==> src/rtl/id_ex_stage.sv <==
// ID/EX pipeline register with bubble insertion, hold and EX-stage forwarding.
// Drives the ALU operand/control inputs directly from registered ID state.
module id_ex_stage #(
    parameter int DW = 32,
    parameter int CW = 16
) (
    input  logic          clk,
    input  logic          rst_n,
    input  logic          id_valid,
    input  logic [DW-1:0] id_pc,
    input  logic [DW-1:0] id_rs_val,
    input  logic [DW-1:0] id_rt_val,
    input  logic [DW-1:0] id_imm,
    input  logic [4:0]    id_rs_addr,
    input  logic [4:0]    id_rt_addr,
    input  logic [4:0]    id_dst_addr,
    input  logic [2:0]    id_alu_ctrl,
    input  logic          id_alusrc,
    input  logic          id_reg_we,
    input  logic          id_stall,
    input  logic          ex_flush,
    input  logic          ex_hold,
    input  logic          mem_fwd_we,
    input  logic [4:0]    mem_fwd_addr,
    input  logic [DW-1:0] mem_fwd_data,
    input  logic          wb_fwd_we,
    input  logic [4:0]    wb_fwd_addr,
    input  logic [DW-1:0] wb_fwd_data,
    output logic [DW-1:0] alu_op1,
    output logic [DW-1:0] alu_op2,
    output logic [2:0]    alu_ctrl,
    output logic          ex_valid,
    output logic [DW-1:0] ex_pc,
    output logic [DW-1:0] ex_store_data,
    output logic [4:0]    ex_dst_addr,
    output logic          ex_reg_we,
    output logic [CW-1:0] bubble_cnt
);

    logic          v_q;
    logic [DW-1:0] pc_q;
    logic [DW-1:0] rs_q;
    logic [DW-1:0] rt_q;
    logic [DW-1:0] imm_q;
    logic [4:0]    rsa_q;
    logic [4:0]    rta_q;
    logic [4:0]    dst_q;
    logic [2:0]    ctrl_q;
    logic          src_q;
    logic          we_q;
    logic [CW-1:0] cnt_q;

    logic          bub;
    logic          cap;
    logic [DW-1:0] rs_fwd;
    logic [DW-1:0] rt_fwd;

    // Flush beats hold; hold beats stall/empty.
    assign bub = ex_flush | (~ex_hold & (id_stall | ~id_valid));
    assign cap = ~ex_flush & ~ex_hold & ~id_stall & id_valid;

    always_ff @(posedge clk) begin
        if (!rst_n || bub) begin
            v_q    <= 1'b0;
            pc_q   <= '0;
            rs_q   <= '0;
            rt_q   <= '0;
            imm_q  <= '0;
            rsa_q  <= '0;
            rta_q  <= '0;
            dst_q  <= '0;
            ctrl_q <= '0;
            src_q  <= 1'b0;
            we_q   <= 1'b0;
        end else if (cap) begin
            v_q    <= 1'b1;
            pc_q   <= id_pc;
            rs_q   <= id_rs_val;
            rt_q   <= id_rt_val;
            imm_q  <= id_imm;
            rsa_q  <= id_rs_addr;
            rta_q  <= id_rt_addr;
            dst_q  <= id_dst_addr;
            ctrl_q <= id_alu_ctrl;
            src_q  <= id_alusrc;
            we_q   <= id_reg_we;
        end
    end

    always_ff @(posedge clk) begin
        if (!rst_n) begin
            cnt_q <= '0;
        end else if (bub && cnt_q != {CW{1'b1}}) begin
            cnt_q <= cnt_q + 1'b1;
        end
    end

    // Youngest producer (EX/MEM) wins; $0 is never forwarded.
    always_comb begin
        rs_fwd = rs_q;
        if (mem_fwd_we && mem_fwd_addr == rsa_q && rsa_q != 5'd0) begin
            rs_fwd = mem_fwd_data;
        end else if (wb_fwd_we && wb_fwd_addr == rsa_q && rsa_q != 5'd0) begin
            rs_fwd = wb_fwd_data;
        end
    end

    always_comb begin
        rt_fwd = rt_q;
        if (mem_fwd_we && mem_fwd_addr == rta_q && rta_q != 5'd0) begin
            rt_fwd = mem_fwd_data;
        end else if (wb_fwd_we && wb_fwd_addr == rta_q && rta_q != 5'd0) begin
            rt_fwd = wb_fwd_data;
        end
    end

    assign alu_op1       = rs_fwd;
    assign alu_op2       = src_q ? imm_q : rt_fwd;
    assign alu_ctrl      = ctrl_q;
    assign ex_valid      = v_q;
    assign ex_pc         = pc_q;
    assign ex_store_data = rt_fwd;
    assign ex_dst_addr   = dst_q;
    assign ex_reg_we     = we_q & v_q;
    assign bubble_cnt    = cnt_q;

endmodule

==> config.mk <==
export PLATFORM = sky130hd
export DESIGN_NAME = id_ex_stage
export DESIGN_NICKNAME = d
export VERILOG_FILES = /design/src/rtl/id_ex_stage.sv
export SDC_FILE = /design/constraint.sdc
export NUM_CORES = 1
export LEC_CHECK = 0
export ABC_AREA = 1
export CELL_PAD_IN_SITES_DETAIL_PLACEMENT = 0
export CELL_PAD_IN_SITES_GLOBAL_PLACEMENT = 2
export CORE_AREA = 10 10 177 179
export DETAILED_ROUTE_END_ITERATION = 16
export DIE_AREA = 0 0 187 189
export DONT_BUFFER_PORTS = 1
export PLACE_DENSITY = 0.75
export SLEW_MARGIN = 20
export SYNTH_ARGS = -nofsm -noshare
export SYNTH_HDL_FRONTEND = slang
export SYNTH_SLANG_ARGS = --single-unit
==> constraint.sdc <==
create_clock -name clk -period 1.8 [get_ports clk]
set_input_delay 0.36 -clock clk [delete_from_list [all_inputs] [get_ports clk]]
set_output_delay 0.36 -clock clk [all_outputs]
set_load 0.02 [all_outputs]
=== After elaboration in Yosys (flattened, before gate mapping) ===
Cells that the tools add are included.

* Div/mod/pow operators: 0
* Reduce and logical (&&, ||, !) cells: 13
* Bitwise operators: 11
* Eq/ne operators: 5
* $mul: 0
* $lt $le $gt $ge: 0
* Shift-type cells: 0
* Add/sub/neg operators: 1
* Multiplexer cells: 5

{| class="wikitable"
|+ Operators by type and width
! operator !! number
|-
| $mux W32 || 5
|-
| $eq A5 B5 Y1 || 4
|-
| $add A16 B1 Y16 const B || 1
|-
| $ne A16 B16 Y1 const B || 1
|-
| $reduce_bool A5 Y1 || 2
|-
| $logic_and A1 B1 Y1 || 9
|-
| $and A1 B1 Y1 || 5
|-
| $not A1 Y1 || 4
|-
| $or A1 B1 Y1 || 2
|-
| $logic_not A1 Y1 || 1
|-
| $logic_or A1 B1 Y1 || 1
|}

* Word-level logic and storage cells: 47
* RAM bits: 0
* Memories kept: 0
* Latch bits: 0
* ROM bits: 0
* Bits in registers: 165

=== Logic depth before layout (Yosys ltp) ===
Gate-level depths: netlist (run 1).

* Depth after elaboration: 6
* Depth in mapped cells: 12
* Mapped depth without buffers: 11

=== Worst setup path after synthesis (run 1) ===
No wires, ideal clock.

* Path type: reg2out
* Start point: register rsa_q[4]
* End point: output alu_op1[10]
* Required time: 1.440 ns
* Cell stages (with the launch flop): 9
* Arrival time: 1.385 ns
* Slack: 0.055 ns
* Cells stage by stage: dfxtp_1 > xnor2_1 > nand2_1 > nor3_2 > nand2_1 > buf_2 > nand2_1 > nand3_1 > nand2_1

* Longest elaborated chain between the ends: 5

{| class="wikitable"
|+ RTL lines
! item !! line !! text
|-
| start, declared || 45 || <nowiki>logic [4:0] rsa_q;</nowiki>
|-
| start signal, assigned || 81 || <nowiki>rsa_q <= id_rs_addr;</nowiki>
|-
| $eq A5 B5 Y1 || 103 || <nowiki>end else if (wb_fwd_we && wb_fwd_addr == rsa_q && rsa_q != 5'd0) begin</nowiki>
|-
| $logic_and A1 B1 Y1 (2 in a row) || 103 ||
|-
| $mux W32 || 103 ||
|-
| $mux W32 (*) || 101 || <nowiki>if (mem_fwd_we && mem_fwd_addr == rsa_q && rsa_q != 5'd0) begin</nowiki>
|-
| end, declared || 29 || <nowiki>output logic [DW-1:0] alu_op1,</nowiki>
|}

Mark *: on every way between the ends. The rest lies on a longest branch, timed or not.

=== Worst setup path in the final report (run 1) ===
* Start point: register rta_q[2]
* End point: output ex_store_data[17]

* Longest elaborated chain between the ends: 5

{| class="wikitable"
|+ RTL lines
! item !! line !! text
|-
| start, declared || 46 || <nowiki>logic [4:0] rta_q;</nowiki>
|-
| start signal, assigned || 82 || <nowiki>rta_q <= id_rt_addr;</nowiki>
|-
| $eq A5 B5 Y1 || 112 || <nowiki>end else if (wb_fwd_we && wb_fwd_addr == rta_q && rta_q != 5'd0) begin</nowiki>
|-
| $logic_and A1 B1 Y1 (2 in a row) || 112 ||
|-
| $mux W32 || 112 ||
|-
| $mux W32 (*) || 110 || <nowiki>if (mem_fwd_we && mem_fwd_addr == rta_q && rta_q != 5'd0) begin</nowiki>
|-
| end, declared || 34 || <nowiki>output logic [DW-1:0] ex_store_data,</nowiki>
|}

Marked as above.

==> flow_summary.ini, run 1 <==
[critical_path]
endpoint = ex_store_data[17]
r2r-end = bubble_cnt[2]
cp_slowest_cell = dfxtp_2
worst_ep_arrival_time_ns = 2.07
crit_type = reg -> out
reg2regPathDepth = 8
cpPeakStageDelay_ns = 0.37
r2r_slack_ns = 0.15
path_cells = inv_4 -> nand3_4 -> nor2_4 -> buf_6 -> nor2_4 -> nand2_4 -> buf_12 -> buf_16 -> nand2_4 -> nand3_4 -> and2_4
worst_setup_path_end_kind = primary output
worst_setup_path_start_kind = register
cp.required_ns = 1.44
critPathMaxFanout = 8
path_delay_family = simple AND/OR/NAND/NOR gates
critical_path_depth = 11
r2r_start = bubble_cnt[0]
crit_start = rta_q[2]
worst-path-buf-inv = 4

[job]
max-cap-violations = 0

[global_routing]
grt_max_degree = 59
antenna_found_initial = 5
gr-usage-all-layers_pct = 21.6
grt_pass1_vias = 9086
grt_pass1_wl_um = 58700
gr-total-overflow = 0

[sta]
finClkSkew_ns = 0.00808
grt_setup_unrepaired = true
timing.final.crit_period_ns = 2.43
slew_viol_final = 0
final_hold_viol_count = 0
finalSetupViolations = 96
slew_headroom_pct = 71.1
fin_ws_ns = -0.631
finalCritPeriodShare_pct = 135
max_freq_ghz = 0.411
hold_ws_ns = 0.0303
worst_pin_slew_ns = 0.430

[yosys]
synth_edf_count = 0
syn-instance-count = 1382
seq_area_frac_synth_pct = 37.8
yosysWarnings = 0
ys.flop_type = dfxtp_1
synth_top_area_share_pct = 37.8
syn_nets = 1613
synth.area.top_cells = dfxtp_1 38%, nand2_1 22%, nand3_1 9.6%
syn-mean-instance-area_um2 = 6.32
ys_ff_latch = 165
syn_area_um2 = 8730
yosys.area.top_type = dfxtp_1
ys_async_sr_fraction_pct = 0
synth_cell_types = 36

[pwr]
power.density_nw_per_um2 = 652
ir_worst_vdd_mv = 0.575
p_leak_nw = 5.01

[route]
met3_length_um = 3730
routedWlPerCell_um = 22.5
via_count = 9148
wl_um = 40800
remaining_drc_errors = 0
wl_met2_um = 20200
antenna_left = 0
drt-initial-drc-count = 499
routed_via_density = 5.04
top_layer = met5
m1WireLength_um = 16100
drtPass1Iterations = 5

[layout]
drive_gt1_share_pct = 30.0
layout_common_cells = 399 x nand2_1, 154 x dfxtp_1, 121 x inv_1
fin_util_pct = 45.2
final_common_cell = nand2_1
area_growth_pct = 43.1
nets = 1653

[clock_tree]
cts_tree = done
path_clk_slew_ns = 0.07
clk_path_buf_depth = 2
cts_root_buffer = clkbuf_16
cts_max_level = 4
clkLatencyLatePin_ns = 0.45
cts.sinks = 165
cts_buffers = 17

[floorplanning]
initial_core_util_pct = 31.6
core_region_area_um2 = 27600
die_w_um = 187
num_io_pins = 384
fp.dieH_um = 189
row_count = 61
die_area_um2 = 35300

[hold_path]
hp-class = in -> reg

[status]
status = finished, violations left
violations = negative setup slack

[placed_design]
dp.final_hpwl_um = 28400
port_buffers = 0
gp_congestion = 0.890
-- worst register-to-register path, delay by kind of cell (launching register included) --
family,cells,cell delay (ns)
compound gates,1,0.17
fa+ha+maj,1,0.23
buf+inv,1,0.18
flops,1,0.34
simple gates,5,0.67
-- through the flow --
stage	cell area, um^2	instances	power, mW	TNS [ns]	setup WS [ns]
after floorplan	8730	1382	4.08	0	0.0549
after global placement	9620	1747	4.23	-14.07	-0.226
after detailed placement	9620	1747	4.23	-14.61	-0.225
after CTS	11700	1804	8.20	-53.65	-0.612
after global routing	12500	1814	8.43	-63.58	-0.727
final	12500	1815	8.15	-54.26	-0.631
-- layout make-up --
class,instances,area (um^2)
Antenna cell,2,5.00
Clock buffer,19,453
Clock inverter,13,161
Fill cell,2883,15100
Inverter,134,528
Multi-Input combinational cell,995,6090
Sequential cell,165,3330
Tap cell,378,473
Timing Repair Buffer,109,1460
-- per-layer routing --
| layer | vias to the layer above | GRT usage (%) |
|---|---|---|
| li1 | 4477 | - |
| met1 | 4296 | 24.6 |
| met2 | 322 | 37.0 |
| met3 | 47 | 8.62 |
| met4 | 6 | 5.52 |
| met5 | - | 0 |
-- cells in the mapped netlist (3+ instances only) --
cell,n
dfxtp_1,165
inv_1,125
nor2_2,3
xnor2_1,4
a21oi_1,122
clkbuf_1,24
and2_1,32
buf_2,58
xor2_1,6
nand3_1,167
nor3_1,9
nand2_1,521
nor2_1,63
o21ai_0,4
buf_1,3
a211oi_1,40
nand4_1,7
inv_2,8
-- registers in the layout, summed over array words and instances (netlist names), 3 cells and up --
signal	cells
rta_q	5
bubble_cnt	16
rt_q	32
ex_dst_addr	5
rsa_q	5
ex_pc	32
rs_q	32
imm_q	32
alu_ctrl	3
-- power breakdown --
| group | total, mW | switching (mW) | leakage [nW] | internal, mW |
|---|---|---|---|---|
| clock | 3.91 | 1.74 | 0.297 | 2.17 |
| sequential | 3.69 | 0.0232 | 1.34 | 3.67 |
| combinational | 0.548 | 0.359 | 3.38 | 0.188 |
| total | 8.15 | 2.13 | 5.01 | 6.03 |
-- repair_timing --
| item | in CTS | in global routing |
|---|---|---|
| hold endpoints to repair | 1 | 0 |
| cloned | 11 | 5 |
| hold buffers | 1 | 0 |
| resized for setup | 320 | 133 |
| pin swaps | 65 | 70 |
| endpoints found under the setup margin | 96 | 105 |
| setup buffers | 13 | 4 |
-- worst min path at each step --
stage	start	end	slack (ns)	cells after the start
CTS	rst_n	bubble_cnt[3]	0.007	2
finish	rst_n	bubble_cnt[11]	0.03	2
detailed placement	rs_q[6]	rs_q[6]	0.45	2
global placement	rt_q[19]	rt_q[19]	0.45	2
floorplan	rs_q[0]	rs_q[0]	0.44	2
global route	rst_n	bubble_cnt[11]	0.02	2
-- logic make-up (layout without fill, tap and decap cells) --
group / after synthesis / count (layout) / synth area share (%)
adder cells (fa/ha/maj): 1 / 1 / 0.143
AO/OA/AOI/OAI: 172 / 172 / 11.1
flip-flops: 165 / 165 / 37.8
AND/OR/NAND/NOR: 812 / 812 / 39.3
other: 0 / 2 / 0
XOR/XNOR: 10 / 10 / 1.00
buffers and inverters: 222 / 275 / 10.6
Power figures use the tool's default switching activity.
==> run 2: changes to the inputs <==
- CORE_AREA: 10 10 177 179 -> 10 10 196 161
- DIE_AREA: 0 0 187 189 -> 0 0 206 171
- PLACE_DENSITY: 0.75 -> 0.76
==> run 2 against run 1 <==
- the run still ends with negative setup slack left
- die area down 0.33%
- critical path depth up 1
- setup slack better by 0.019 ns
- first-iteration DRC count up 9.4%
- via count up 1.8%
- fmax up 0.81%
- combinational power up 9.9%
- non-clock buffer count up 13
- power up 1.9%
==> flow_summary.ini, run 2 (synthesized netlist as in run 1, its figures left out) <==
[clock_tree]
clk_path_buf_depth = 2
cts_tree = done
cts_hold_buf = 0
cts.sinks = 165
clkLatencyLatePin_ns = 0.44
cts_root_buffer = clkbuf_16
path_clk_slew_ns = 0.07
cts_buffers = 17
cts_max_level = 4

[hold_path]
hp-class = in -> reg
min_from = rst_n
hold_depth = 2
worst_hold_path.endpoint = bubble_cnt[12]

[critical_path]
worst_setup_path_end_kind = primary output
cpPeakStageDelay_ns = 0.34
cp_slowest_cell = dfxtp_2
critPathMaxFanout = 6
reg2regPathDepth = 9
worst_path_most_repeated_cell = nand2_2
crit_start = rta_q[3]
path_cells = inv_4 -> nand3_2 -> nor2_4 -> nor2_2 -> nand2_2 -> buf_6 -> clkinv_8 -> buf_12 -> nand2_2 -> nand3_2 -> nand2_2 -> buf_12
worst_setup_path_start_kind = register
r2r_start = bubble_cnt[0]
cp.required_ns = 1.44
r2r-end = bubble_cnt[3]
r2r_slack_ns = 0.21
worst_ep_arrival_time_ns = 2.05
crit_type = reg -> out

[pwr]
power_mw = 8.31
seq_power_share_pct = 44.4
ir_worst_vdd_mv = 0.632
power.density_nw_per_um2 = 631
p_int_mw = 6.15
switching_share_pct = 26.0
switching_power_mw = 2.16
power.share.clock_pct = 48.3
p_leak_nw = 5.22
combPwrFrac_pct = 7.2

[sta]
slew_viol_final = 0
max_freq_ghz = 0.415
fin_ws_ns = -0.611
hold_ws_ns = 0.0410
final_hold_viol_count = 0
grt_setup_unrepaired = true
slew_headroom_pct = 72.5
timing.final.crit_period_ns = 2.41
finalSetupViolations = 96
finalCritPeriodShare_pct = 134
timing.setup.tns_ns = -52.68
finClkSkew_ns = 0.00545
worst_pin_slew_ns = 0.412

[layout]
area_growth_pct = 50.8
drive_gt1_share_pct = 34.8
final_common_cell = nand2_1
stdcell_count = 1819
layout_common_cells = 370 x nand2_1, 155 x dfxtp_1, 122 x inv_1
nets = 1666

[global_routing]
gr-usage-all-layers_pct = 22.0
grt_max_degree = 65
grt_pass1_vias = 9077
gr-total-overflow = 0
antenna_found_initial = 3
grt_pass1_wl_um = 58600

[floorplanning]
initial_core_util_pct = 31.4
core_region_area_um2 = 27800
num_io_pins = 384
fp.dieH_um = 171
die_area_um2 = 35200
die_w_um = 206
row_count = 55

[route]
remaining_drc_errors = 0
routedWlPerCell_um = 23.2
drt-initial-drc-count = 546
drtPass1Iterations = 5
via_count = 9315
routed_via_density = 5.12
antenna_left = 0
wl_um = 42300

[status]
violations = negative setup slack
status = finished, violations left

[placed_design]
port_buffers = 0
gp_congestion = 0.833
dp.final_hpwl_um = 28600
dp_cells = 1738

[job]
max-cap-violations = 0
==> run 2: cell types whose count changed in the layout (fill, tap and decap cells not counted), sizes merged <==
cell,previous run,this run
dlygate4sd3,1,0
clkbuf,23,29
clkinv,4,3
clkinvlp,2,1
buf,103,111
inv,139,140
bufinv,2,3
bufbuf,1,0
==> run 2: area by class of cell <==
| type | instances | area, um^2 |
|---|---|---|
| fillers | 2793 | 14600 |
| multi-input cells | 995 | 6420 |
| flip-flops and latches | 165 | 3320 |
| repair buffers | 122 | 1800 |
| inverters | 134 | 538 |
| well taps | 370 | 463 |
| clock buffers | 18 | 439 |
| clock inverters | 13 | 184 |
| diodes | 2 | 5.00 |
==> run 2: how the worst max path moves through the flow <==
stage	end	slack, ns
global placement	alu_op2[1]	-0.30
finish	alu_op2[0]	-0.61
CTS	ex_store_data[31]	-0.59
global route	alu_op1[22]	-0.70
floorplan	alu_op1[10]	0.05
detailed placement	alu_op2[1]	-0.30
==> run 2: what timing repair did <==
action / CTS / global route
pin swaps: 54 / 104
hold endpoints to repair: 0 / 0
endpoints found under the setup margin: 96 / 105
gates cloned: 13 / 12
setup buffers: 13 / 15
gates resized for setup: 393 / 180
==> run 2: through the flow <==
step	setup WS [ns]	cell area [um^2]	utilization [%]
global placement	-0.305	9580	34.5
detailed placement	-0.305	9580	34.5
CTS	-0.587	12000	43.1
finish	-0.611	13200	47.4
global route	-0.702	13200	47.4
floorplan	0.0549	8730	-
==> run 2: critical path, delay by kind of cell (launching register included) <==
kind	cells	cell delay, ns
simple gates	7	0.68
flops	1	0.34
buf+inv	5	0.58
==> run 2: power by group through the flow <==
stage | sequential (mW) | combinational, mW | clock [mW]
after floorplan | 3.79 | 0.296 | 0
after global placement | 3.78 | 0.449 | 0
after detailed placement | 3.78 | 0.451 | 0
after CTS | 3.69 | 0.538 | 4.11
after global routing | 3.69 | 0.651 | 4.24
final | 3.69 | 0.602 | 4.01
==> run 2: layer usage <==
metal,up-vias,routed length (um),share of wire [%],global-route usage [%]
li1,4516,-,-,-
met1,4445,18300,43,28.5
met2,323,19700,47,34.5
met3,29,3880,9.2,7.69
met4,2,411,0.97,4.91
met5,-,17,0.040,0
==> run 3: changes to the inputs <==
- CELL_PAD_IN_SITES_GLOBAL_PLACEMENT: 2 -> 1
- CORE_AREA: 10 10 196 161 -> 10 10 166 137
- DIE_AREA: 0 0 206 171 -> 0 0 176 147
- PLACE_DENSITY: 0.76 -> 0.8
- clock period: 1.8 -> 3 ns (I/O delays scaled with it)
==> run 3 against run 2 <==
- the flow now finishes without violations
- sequential share of layout area rose by 9.3 points
- critical endpoint is now alu_op1[31]
- via count fell by 7.0%
- critical path type unchanged
- first-iteration DRC count rose by 20%
- clock power fell by 46%
- sequential cell count did not move
- core utilization rose by 1.8 points
- combinational power fell by 62%
- power fell by 45%
- register-to-register slack improved by 0.72 ns
- die area fell by 27%
==> flow_summary.ini, run 3 (synthesized netlist as in run 1, its figures left out) <==
[status]
status = finished, final reports clean

[clock_tree]
cts_buffers = 17
clkLatencyLatePin_ns = 0.43
cts_max_level = 4
cts_hold_buf = 0
cts_root_buffer = clkbuf_16
clk_path_buf_depth = 2
cts_tree = done
path_clk_slew_ns = 0.08
cts.sinks = 165

[placed_design]
place_area_um2 = 8970
gp_congestion = 0.929
dp.final_hpwl_um = 25100
dpl_worst_slack_ns = 0.581
port_buffers = 0

[route]
via_count = 8665
antenna_left = 0
drt-initial-drc-count = 657
routedWlPerCell_um = 20.3
drtPass1Iterations = 5
routed_via_density = 5.35
wl_um = 32900
remaining_drc_errors = 0

[sta]
slew_viol_final = 0
finalCritPeriodShare_pct = 94.0
finalSetupViolations = 0
timing.final.crit_period_ns = 2.82
slew_headroom_pct = 62.7
timing.setup.tns_ns = 0
max_freq_ghz = 0.354
fin_ws_ns = 0.179
final_hold_viol_count = 0
worst_pin_slew_ns = 0.558
grt_setup_unrepaired = false
finClkSkew_ns = 0.0106

[global_routing]
grt_pass1_vias = 8430
gr-usage-all-layers_pct = 24.6
antenna_found_initial = 3
gr-total-overflow = 0
grt_pass1_wl_um = 50100
grt_max_degree = 110

[critical_path]
crit_type = reg -> out
reg2regPathDepth = 8
critPathMaxFanout = 32
worst_ep_arrival_time_ns = 2.22
worst_setup_path_start_kind = register
worst_setup_path_end_kind = primary output
cp.required_ns = 2.40

[pwr]
ir_worst_vdd_mv = 0.295
power.density_nw_per_um2 = 482
p_leak_nw = 3.99

[layout]
drive_gt1_share_pct = 6.05
nets = 1573
layout_common_cells = 520 x nand2_1, 167 x nand3_1, 164 x dfxtp_1
final_common_cell = nand2_1
area_growth_pct = 9.40
stdcell_area_um2 = 9560

[hold_path]
hold_depth = 2
hp-class = in -> reg

[floorplanning]
row_count = 46
die_area_um2 = 25900
die_w_um = 176
num_io_pins = 384
fp.dieH_um = 147
initial_core_util_pct = 44.9
core_region_area_um2 = 19500

[job]
max-cap-violations = 0
[run 3: changes by cell type in the layout (fill, tap and decap cells not counted), sizes merged]
cell | previous run | this run
bufinv | 3 | 0
clkinvlp | 1 | 2
inv | 140 | 143
clkbuf | 29 | 19
clkinv | 3 | 2
buf | 111 | 29
[run 3: final cells by class]
cell class / instances / area, um^2
diodes: 2 / 5.00
clock buffers: 19 / 443
clock inverters: 13 / 131
fillers: 2098 / 9900
inverters: 134 / 508
multi-input cells: 995 / 4530
flip-flops and latches: 165 / 3300
well taps: 264 / 330
repair buffers: 29 / 305
[run 3: where the power goes]
group          switching [mW]  internal [mW]  total [mW]  leakage (nW)
combinational           0.165         0.0617       0.227          2.38
clock                    1.02           1.13        2.15         0.278
sequential             0.0223           2.20        2.23          1.33
total                    1.21           3.40        4.61          3.99
[run 3: worst paths after layout]
path / startpoint / end / slack (ns)
hold reg to reg: rs_q[2] / rs_q[2] / 0.46
hold / removal: rst_n / bubble_cnt[3] / 0.29
setup / recovery: rsa_q[0] / alu_op1[31] / 0.18
setup reg to reg: bubble_cnt[0] / bubble_cnt[13] / 0.93
[run 3: per-stage QoR]
step | util (%) | hold slack [ns] | total power [mW] | std cells
2_1_floorplan | - | 0.436 | 2.45 | 1382
3_3_place_gp | 46.1 | 0.448 | 2.50 | 1587
3_5_place_dp | 46.1 | 0.450 | 2.50 | 1587
4_1_cts | 49.1 | 0.265 | 4.65 | 1619
5_1_grt | 49.1 | 0.256 | 4.77 | 1620
6_report | 49.1 | 0.286 | 4.61 | 1621
[run 3: per-layer routing]
| layer | track usage [%] | share of wire [%] | up-vias |
|---|---|---|---|
| met5 | 0 | 0.082 | - |
| met4 | 7.74 | 2.2 | 4 |
| met3 | 10.3 | 11 | 51 |
| met2 | 38.6 | 45 | 396 |
| met1 | 29.8 | 41 | 3913 |
| li1 | - | - | 4301 |
[run 3: worst max-delay path: stages (launching register included)]
cell     delay [ns]
dfxtp_1        0.39
nor4_2         0.39
nor2_1         0.09
nand2_1        0.12
buf_4          0.38
nand3_1        0.12
nand2_1        0.13
buf_4          0.16
[run 3: what timing repair did]
item / CTS / global route
buffers inserted: 0 / 0
gates resized for setup: 0 / 1
endpoints found under the setup margin: 0 / 13
